--- src/rtl/toggle_pulse_gen.sv ---
// toggle_pulse_gen
//   Debounces a raw push-button and emits a single-cycle toggle pulse per
//   debounced press, intended for the t input of a downstream toggle flop.
//   An optional auto-repeat mode is compiled in when the macro
//   AUTO_REPEAT_EN is defined. It then produces further pulses while the
//   button stays held.
//
// Parameters
//   DB_CYCLES     debounce window in clk cycles (2..65535)
//   HOLD_CYCLES   held time before the first auto-repeat pulse (2..65535)
//   REPEAT_CYCLES period between auto-repeat pulses (2..65535)
//
// Ports
//   clk        in   single clock, rising edge
//   reset      in   synchronous, active-high reset
//   btn_in     in   raw asynchronous switch level
//   t          out  registered single-cycle toggle pulse
//   pressed    out  registered debounced switch level
//   press_cnt  out  registered 8-bit count of emitted t pulses (wraps)
module toggle_pulse_gen #(
  parameter int DB_CYCLES     = 16,
  parameter int HOLD_CYCLES   = 32,
  parameter int REPEAT_CYCLES = 8
) (
  input  logic       clk,
  input  logic       reset,
  input  logic       btn_in,
  output logic       t,
  output logic       pressed,
  output logic [7:0] press_cnt
);

  typedef enum logic [1:0] {
    IDLE     = 2'd0,
    PRESS_DB = 2'd1,
    HELD     = 2'd2,
    REL_DB   = 2'd3
  } state_t;

  localparam bool_params_ok =
    (DB_CYCLES     >= 2) && (DB_CYCLES     <= 65535) &&
    (HOLD_CYCLES   >= 2) && (HOLD_CYCLES   <= 65535) &&
    (REPEAT_CYCLES >= 2) && (REPEAT_CYCLES <= 65535);

  if (!bool_params_ok) begin : g_bad_params
    $error("toggle_pulse_gen: cycle parameters must lie in 2..65535");
  end

  localparam logic [15:0] DB_LAST = 16'(DB_CYCLES - 1);

  state_t      state, state_nxt;
  logic [15:0] cnt, cnt_nxt;
  logic        sync1, btn_s;
  logic        t_nxt, pressed_nxt;

`ifdef AUTO_REPEAT_EN
  localparam logic [15:0] HOLD_LAST = 16'(HOLD_CYCLES - 1);
  localparam logic [15:0] REP_LAST  = 16'(REPEAT_CYCLES - 1);

  // Set after the first repeat pulse so the shared counter switches from the
  // initial hold wait to the shorter repeat period.
  logic        rep, rep_nxt;
  logic [15:0] rep_last;

  assign rep_last = rep ? REP_LAST : HOLD_LAST;
`endif

  always_comb begin
    state_nxt   = state;
    cnt_nxt     = cnt;
    t_nxt       = 1'b0;
    pressed_nxt = pressed;
`ifdef AUTO_REPEAT_EN
    rep_nxt     = rep;
`endif
    case (state)
      IDLE: begin
        if (btn_s) begin
          state_nxt = PRESS_DB;
          cnt_nxt   = '0;
        end
      end
      PRESS_DB: begin
        if (!btn_s) begin
          // Glitch shorter than the debounce window: drop it silently.
          state_nxt = IDLE;
          cnt_nxt   = '0;
        end else if (cnt == DB_LAST) begin
          state_nxt   = HELD;
          pressed_nxt = 1'b1;
          t_nxt       = 1'b1;
          cnt_nxt     = '0;
`ifdef AUTO_REPEAT_EN
          rep_nxt     = 1'b0;
`endif
        end else begin
          cnt_nxt = cnt + 16'd1;
        end
      end
      HELD: begin
        if (!btn_s) begin
          state_nxt = REL_DB;
          cnt_nxt   = '0;
`ifdef AUTO_REPEAT_EN
          rep_nxt   = 1'b0;
        end else if (cnt == rep_last) begin
          t_nxt   = 1'b1;
          cnt_nxt = '0;
          rep_nxt = 1'b1;
        end else begin
          cnt_nxt = cnt + 16'd1;
`endif
        end
      end
      REL_DB: begin
        if (btn_s) begin
          // Release bounce: back to HELD, no new pulse, hold wait restarts.
          state_nxt = HELD;
          cnt_nxt   = '0;
`ifdef AUTO_REPEAT_EN
          rep_nxt   = 1'b0;
`endif
        end else if (cnt == DB_LAST) begin
          state_nxt   = IDLE;
          pressed_nxt = 1'b0;
          cnt_nxt     = '0;
        end else begin
          cnt_nxt = cnt + 16'd1;
        end
      end
      default: begin
        state_nxt = IDLE;
        cnt_nxt   = '0;
      end
    endcase
  end

  // Reset wins over every transition, so a pulse due this edge is dropped.
  always_ff @(posedge clk) begin
    if (reset) begin
      sync1     <= 1'b0;
      btn_s     <= 1'b0;
      state     <= IDLE;
      cnt       <= '0;
      t         <= 1'b0;
      pressed   <= 1'b0;
      press_cnt <= '0;
`ifdef AUTO_REPEAT_EN
      rep       <= 1'b0;
`endif
    end else begin
      sync1   <= btn_in;
      btn_s   <= sync1;
      state   <= state_nxt;
      cnt     <= cnt_nxt;
      t       <= t_nxt;
      pressed <= pressed_nxt;
      if (t_nxt) begin
        press_cnt <= press_cnt + 8'd1;
      end
`ifdef AUTO_REPEAT_EN
      rep     <= rep_nxt;
`endif
    end
  end

endmodule

--- config.mk ---
export PLATFORM = sky130hd
export DESIGN_NAME = toggle_pulse_gen
export DESIGN_NICKNAME = d
export VERILOG_FILES = /design/src/rtl/toggle_pulse_gen.sv
export SDC_FILE = /design/constraint.sdc
export NUM_CORES = 1
export LEC_CHECK = 0
export CORE_AREA = 2 2 52 54
export DETAILED_ROUTE_END_ITERATION = 7
export DIE_AREA = 0 0 54 56
export PLACE_DENSITY = 0.77
export SYNTH_ARGS = -nofsm -noshare
export SYNTH_HDL_FRONTEND = slang
export SYNTH_SLANG_ARGS = --single-unit
--- constraint.sdc ---
create_clock -name clk -period 4.59 [get_ports clk]
set_input_delay 0.918 -clock clk [delete_from_list [all_inputs] [get_ports clk]]
set_output_delay 0.918 -clock clk [all_outputs]
set_load 0.02 [all_outputs]
==> reports/metrics.yaml, run 1 <==
status: "complete, no violations"
cts-root-buf: "clkbuf_4"
post-route-drc-count: 0
vias_per_cell: 5.88
ys_seq_elements: 30
antenna-diode-count: 0
crit_start: "reset"
layout-drive-gt1-share_pct: 7.18
synth.avg_cell_area_um2: 8.50
reg2reg_depth: 6
hold_class: "reg2reg"
period_share_pct: 60.3
antenna_found_initial: 0
num_io_pins: 13
dp_hpwl_um: 1990
path_cells: "clkdlybuf4s50_1 > nor3_2 > a21oi_1 > mux2i_1"
gr-total-overflow: 0
cellLeakagePower_nw: 0.557
fp.coreArea_mm2: 0.00243
synth_fp_nets: 172
drt_iter0_markers: 32
dominantRegCellSynth: "dfxtp_1"
grt_use_total_pct: 21.7
initial_core_util_pct: 58.0
path_clk_slew_ns: 0.09
worstReg2RegStart: "cnt[0]"
wl_um: 2820
finalCriticalPeriod_ns: 2.77
critical-path-slowest-cell: "nor3_2"
finalClockSkew_ns: 0.00811
cts.sinks: 30
cts_setup_buffers: 0
dieArea_mm2: 0.00302
cts_hold_buf: 0
synth_warnings: 0
die_w_um: 54
relSlewSlack_pct: 35.7
tightest_slew_ns: 0.959
rsz0062_at_grt: "false"
crit_type: "in2reg"
cap_violations: 0
nNetsFinal: 186
cp.required_ns: 4.86
cp_top_family: "simple AND/OR/NAND/NOR gates"
synth_area_mm2: 0.00141
critPathLaunchType: "input pin"
setup-tns-final_ns: 0
cp_max_fo: 23
yosysSeqAreaShare_pct: 42.6
grt_pass1_vias: 1151
hold-path-cell-count: 1
netlist_instances: 166
fin_util_pct: 66.1
clk-insertion-delay-late_ns: 0.34
async_flop_share_pct: 0
firstDrtPassIters: 4
powerDensity_mw_per_mm2: 279
finalSetupViolCount: 0
r2r_slack_ns: 2.25
fmax_mhz: 362
r2r_end: "cnt[2]"
clock_path_buffers: 2
ys_top_cells_by_count: "30 x dfxtp_1, 15 x nor2_1, 13 x a21oi_1, 13 x nand2_1, 12 x nand3_1"
slew_violations: 0
cp.arrival_ns: 3.03
die_y_um: 56
grt_pass1_wl_um: 4870
synth_area_leaders: "dfxtp_1 43%, a21oi_1 4.6%, nand3_1 4.3%"
rows: 18
synth_largest_area_cell: "dfxtp_1"
ant_nets: 0
ys_types: 37
cts_made_buffers: 5
area_delta_synth_final_pct: 13.9
synth-edff-count: 0
irDropWorstVdd_v: 0.000260
cp.depth: 4
port_buffers: 12
endpoint: "cnt[2]"
yosysMostFrequentCell: "dfxtp_1"
netlist.area_leader.share_pct: 42.6
cts-resized-gates: 0
htreeDepth: 2
wl_per_cell_um: 13.4
path_buf_inv: 1
endpoint_kind: "flip-flop"
critPathMaxStageDelay_ns: 0.96
vias: 1241
gp_congestion: 0.825
hold_violations: 0
tritoncts: "yes"
grt_start_max_net_pins: 24
==> registers in the layout, summed over array words and instances, names as in the netlist, named ones only <==
name	count
btn_s	1
pressed	1
cnt	16
t	1
press_cnt	8
sync1	1
state	1
==> where the power goes <==
group / internal, W / total [W] / leakage (nW) / switching, W
sequential: 0.000262 / 0.000265 / 0.242 / 0.00000250
clock: 0.0000741 / 0.000164 / 0.0353 / 0.0000903
combinational: 0.00000769 / 0.0000194 / 0.279 / 0.0000117
total: 0.000344 / 0.000449 / 0.557 / 0.000104
==> cells by family after synthesis <==
family          share of synthesized area [%]
compound gates                           15.2
xor+xnor                                 4.34
fa+ha+maj                                2.66
buf+inv                                  3.10
flops                                    42.6
mux                                      3.55
simple gates                             28.6
==> layout make-up <==
type                       count  area (um^2)
tap                           30         37.5
clock buffer                   7         55.1
fill                         202          825
multi-input combinational    126          767
inverter                       4         15.0
clock inverter                 1         5.00
sequential                    30          601
timing repair buffer          13          128
==> layout by cell type (no fill, tap or decap), types with 2 or more instances in the layout <==
cell type,synthesis,final
clkdlybuf4s50_1,0,12
ha_1,3,3
inv_1,4,4
dfxtp_1,30,30
nor3_1,6,6
mux2i_1,5,5
xnor2_1,2,2
nor2b_1,3,3
a21oi_1,13,13
xor2_1,5,5
or3_1,4,4
a31oi_1,4,4
nand2_1,13,13
nor4_1,5,5
nor2_1,15,15
nand4_1,4,4
nand3_1,12,12
clkbuf_4,0,5
o21ai_0,10,10
a22o_1,4,4
and3_1,3,3
==> per-layer routing <==
metal	global-route usage, %	routed length (um)
met5	0	0
met4	8.21	39
met3	8.87	168
met2	35.2	1370
met1	24.7	1250
==> worst min path at each step <==
| stage | startpoint | endpoint | slack [ns] |
|---|---|---|---|
| after floorplan | sync1 | btn_s | 0.41 |
| after detailed placement | sync1 | btn_s | 0.43 |
| after CTS | sync1 | btn_s | 0.45 |
| final | sync1 | btn_s | 0.44 |
| after global placement | sync1 | btn_s | 0.42 |
| after global routing | sync1 | btn_s | 0.47 |
==> metrics by stage <==
stage | cells | area (um^2) | hold slack, ns | setup slack (ns) | total power, W
finish | 211 | 1610 | 0.443 | 1.82 | 0.000449
global route | 211 | 1610 | 0.468 | 1.62 | 0.000469
CTS | 211 | 1610 | 0.448 | 1.83 | 0.000452
detailed placement | 203 | 1550 | 0.428 | 1.48 | 0.000290
global placement | 203 | 1550 | 0.422 | 1.58 | 0.000290
floorplan | 166 | 1410 | 0.414 | 2.70 | 0.000283
Note: power is estimated with default switching activity, not from simulation.
==> inputs of run 2 (changes only) <==
Settings changed: CORE_AREA 2 2 52 54 to 2 2 57 59, DIE_AREA 0 0 54 56 to 0 0 59 61, PLACE_DENSITY 0.77 to 0.68.
Clock period 4.59 ns to 2.3 ns, I/O delays scaled along.
==> reports/metrics.yaml, run 2 (synthesis gave the netlist of run 1 again) <==
cts.sinks: 30
die_y_um: 61
cp.arrival_ns: 2.41
rsz0062_at_grt: "false"
cp_max_fo: 10
grt_use_total_pct: 19.3
drt_iter0_markers: 45
highest-signal-layer: "met4"
hold_start: "sync1"
relSlewSlack_pct: 69.4
tritoncts: "yes"
drt-met1-wl_um: 1320
fillers: 285
worstReg2RegStart: "cnt[0]"
htreeDepth: 2
cts-root-buf: "clkbuf_4"
rows: 20
finalCriticalPeriod_ns: 2.15
vias: 1295
area_delta_synth_final_pct: 17.7
grt_pass1_vias: 1153
period_share_pct: 93.3
largest_reg_flops: 16
firstDrtPassIters: 4
hold_violations: 0
dp_hpwl_um: 2160
cts_made_buffers: 5
layout-drive-gt1-share_pct: 9.73
status: "complete, no violations"
gp_congestion: 0.863
layout_commonest_cell: "dfxtp_1"
crit_type: "reg2reg"
antenna_found_initial: 0
largest-register: "cnt"
cap_violations: 0
cp.required_ns: 2.57
gr-total-overflow: 0
setup-tns-final_ns: 0
dr_wl_met3_um: 134
grt_start_max_net_pins: 16
ant_nets: 0
dp.cells: 210
initial_core_util_pct: 47.8
wl_per_cell_um: 13.9
tightest_slew_ns: 0.458
die_w_um: 59
fp.coreArea_mm2: 0.00295
num_io_pins: 13
finalSetupViolCount: 0
reg_top3: "cnt x16, press_cnt x8"
vias_per_cell: 5.94
reg2reg_depth: 6
nNetsFinal: 190
final_cell_mix: "30 x dfxtp_1, 15 x nor2_1, 13 x nand2_1, 13 x a21oi_1"
finalClockSkew_ns: 0.00914
stdcell_count: 218
hold_class: "reg2reg"
powerDensity_mw_per_mm2: 583
grt_pass1_wl_um: 5200
antenna-diode-count: 0
met2_length_um: 1510
clock_path_buffers: 2
endpoint_kind: "flip-flop"
crit_start: "cnt[0]"
dieArea_mm2: 0.00360
hold-path-cell-count: 1
post-route-drc-count: 0
fmax_mhz: 466
critPathLaunchType: "flip-flop"
irDropWorstVdd_v: 0.000334
path_clk_slew_ns: 0.10
cellLeakagePower_nw: 0.587
wl_um: 3040
port_buffers: 12
clk-insertion-delay-late_ns: 0.33
slew_violations: 0
[run 2: changes by cell type in the layout (fill, tap and decap cells not counted)]
cell | previous run | this run
clkbuf_8 | 1 | 3
and4_2 | 1 | 0
clkbuf_1 | 1 | 0
and4_4 | 0 | 1
buf_4 | 1 | 5
clkinv_2 | 1 | 0
[run 2: worst max-delay path, cell delays in order (launching register included)]
cell	delay, ns
dfxtp_1	0.45
ha_1	0.26
and4b_1	0.25
and4_4	0.30
nand3_4	0.14
or4_1	0.53
a21oi_1	0.15
[run 2: per-layer routing]
layer,vias up,GRT usage (%)
li1,642,-
met1,602,23.2
met2,41,31.7
met3,10,5.76
met4,0,9.09
met5,-,0
[run 2: cell type report]
class                           count  area, um^2  area share, %
Multi-Input combinational cell    126         768           46.2
Sequential cell                    30         601           36.1
Timing Repair Buffer               17         158           9.49
Clock buffer                        8        78.8           4.74
Tap cell                           33        41.3           2.48
Inverter                            4        15.0          0.904
[run 2: what timing repair did]
| item | CTS | global route |
|---|---|---|
| gates resized for setup | 0 | 1 |
| buffers inserted | 0 | 0 |
| endpoints found under the setup margin | 0 | 2 |
| hold buffers | 0 | 0 |
[run 2: final timing paths]
check	end	slack, ns
min	btn_s	0.46
max reg2reg	press_cnt[6]	0.15
min reg2reg	btn_s	0.46
max	press_cnt[6]	0.15
[run 2: power breakdown]
group           total, W  internal [W]  switching [W]
combinational  0.0000430     0.0000177      0.0000253
sequential      0.000529      0.000523     0.00000547
clock           0.000396      0.000209       0.000188
[run 2: metrics by stage]
stage                     cell area, um^2  power (W)  utilization [%]  worst slack (ns)  hold WS, ns
final                                1660   0.000968             56.3             0.153        0.458
after global routing                 1660    0.00100             56.3            0.0162        0.477
after CTS                            1660   0.000976             56.2            0.0914        0.462
after detailed placement             1580   0.000584             53.6             0.134        0.441
after global placement               1580   0.000583             53.6             0.242        0.437
after floorplan                      1410   0.000565                -             0.408        0.414
==> inputs of run 3 (changes only) <==
Settings changed: CAP_MARGIN from default to 0, CORE_AREA 2 2 57 59 to 4 4 59 61, DIE_AREA 0 0 59 61 to 0 0 63 65, SKIP_LAST_GASP from default to 1.
==> reports/metrics.yaml, run 3 (synthesis gave the netlist of run 1 again) <==
status: "complete, no violations"
post_dp_cell_area_mm2: 0.00157
hold_class: "reg2reg"
critPathMaxStageDelay_ns: 0.57
final_cell_mix: "29 x dfxtp_1, 15 x nor2_1, 13 x nand2_1, 13 x a21oi_1"
fp.coreArea_mm2: 0.00298
ant_nets: 0
cp.required_ns: 2.57
dp.cells: 209
largest-register: "cnt"
post-route-drc-count: 0
hold_violations: 0
gp_congestion: 0.823
layout-drive-gt1-share_pct: 9.78
r2r_end: "press_cnt[6]"
clock_path_buffers: 2
cts-root-buf: "clkbuf_4"
tightest_slew_ns: 0.508
finalSetupViolCount: 0
r2r_slack_ns: 0.14
htreeDepth: 2
cts_made_buffers: 5
cp.arrival_ns: 2.43
cp_max_fo: 13
grt_start_max_net_pins: 16
firstDrtPassIters: 6
vias_per_cell: 5.80
fmax_mhz: 462
slew_violations: 0
fin_total_pwr_w: 0.000983
powerDensity_mw_per_mm2: 594
critPathLaunchType: "flip-flop"
dieArea_mm2: 0.00410
fin_util_pct: 55.5
fillers: 280
finalClockSkew_ns: 0.0128
hold_start: "sync1"
relSlewSlack_pct: 65.9
period_share_pct: 94.1
cellLeakagePower_nw: 0.583
grt_pass1_wl_um: 5530
irDropWorstVdd_v: 0.000454
drt_iter0_markers: 72
layout_commonest_cell: "dfxtp_1"
reg_top3: "cnt x16, press_cnt x8"
port_buffers: 12
worstReg2RegStart: "cnt[1]"
die_w_um: 63
initial_core_util_pct: 47.4
setup-tns-final_ns: 0
cts_hold_buf: 0
crit_type: "reg2reg"
largest_reg_flops: 16
clk-insertion-delay-late_ns: 0.33
finalCriticalPeriod_ns: 2.16
cap_violations: 0
area_delta_synth_final_pct: 17.2
wl_per_cell_um: 14.4
endpoint_kind: "flip-flop"
grt_use_total_pct: 17.5
die_y_um: 65
rsz0062_at_grt: "false"
tritoncts: "yes"
hold-path-cell-count: 1
vias: 1258
hold_path_end: "btn_s"
grt_pass1_vias: 1227
nNetsFinal: 189
fin_area_mm2: 0.00165
num_io_pins: 13
path_clk_slew_ns: 0.10
antenna_found_initial: 0
critical-path-slowest-cell: "or4_1"
path_cells: "ha_1 > and4b_1 > and4_4 > nand3_4 > or4_1 > a21oi_1"
reg2reg_depth: 6
dp_hpwl_um: 2190
rows: 20
wl_um: 3130
cts.sinks: 30
gr-total-overflow: 0
stdcell_count: 217
antenna-diode-count: 0
[run 3: power breakdown]
part | switching [W] | internal (W)
sequential | 0.00000525 | 0.000524
combinational | 0.0000242 | 0.0000167
clock | 0.000188 | 0.000225
total | 0.000217 | 0.000765
[run 3: how the worst max path moves through the flow]
| stage | start | end | slack [ns] | cells past startpoint |
|---|---|---|---|---|
| 6_report | cnt[1] | press_cnt[6] | 0.14 | 6 |
| 2_1_floorplan | cnt[0] | press_cnt[6] | 0.41 | 6 |
| 4_1_cts | cnt[0] | press_cnt[6] | 0.02 | 6 |
| 5_1_grt | cnt[1] | press_cnt[6] | 0.01 | 6 |
| 3_5_place_dp | cnt[0] | press_cnt[6] | 0.02 | 6 |
| 3_3_place_gp | cnt[0] | press_cnt[6] | 0.19 | 6 |
[run 3: per-stage QoR]
| step | hold WS, ns | worst slack (ns) |
|---|---|---|
| finish | 0.452 | 0.135 |
| global route | 0.487 | 0.00951 |
| CTS | 0.459 | 0.0201 |
| detailed placement | 0.435 | 0.0188 |
| global placement | 0.420 | 0.190 |
| floorplan | 0.414 | 0.408 |
[run 3: final cells by class]
cell class / count / area, um^2 / share of cell area, %
clock inverter: 3 / 40.0 / 2.42
clock buffer: 5 / 37.5 / 2.27
timing repair buffer: 16 / 150 / 9.08
multi-input combinational: 126 / 768 / 46.4
inverter: 4 / 15.0 / 0.908
sequential: 30 / 602 / 36.4
tap: 33 / 41.3 / 2.50
[run 3: timing repair]
| item | 4_1_cts | 5_1_grt |
|---|---|---|
| gates resized for setup | 0 | 2 |
| endpoints found under the setup margin | 0 | 1 |
| setup buffers | 0 | 0 |
[run 3: worst max-delay path, delay by kind of cell (launching register included)]
family / cells / cell delay, ns
simple gates: 4 / 1.28
compound gates: 1 / 0.19
fa+ha+maj: 1 / 0.25
flops: 1 / 0.40
[run 3: per-layer routing]
metal,GRT usage [%],vias up,part of all wire (%)
met5,0,-,0
met4,8.54,0,2.1
met3,6.07,6,4.9
met2,29.4,25,50
met1,19.6,585,43
li1,-,642,-
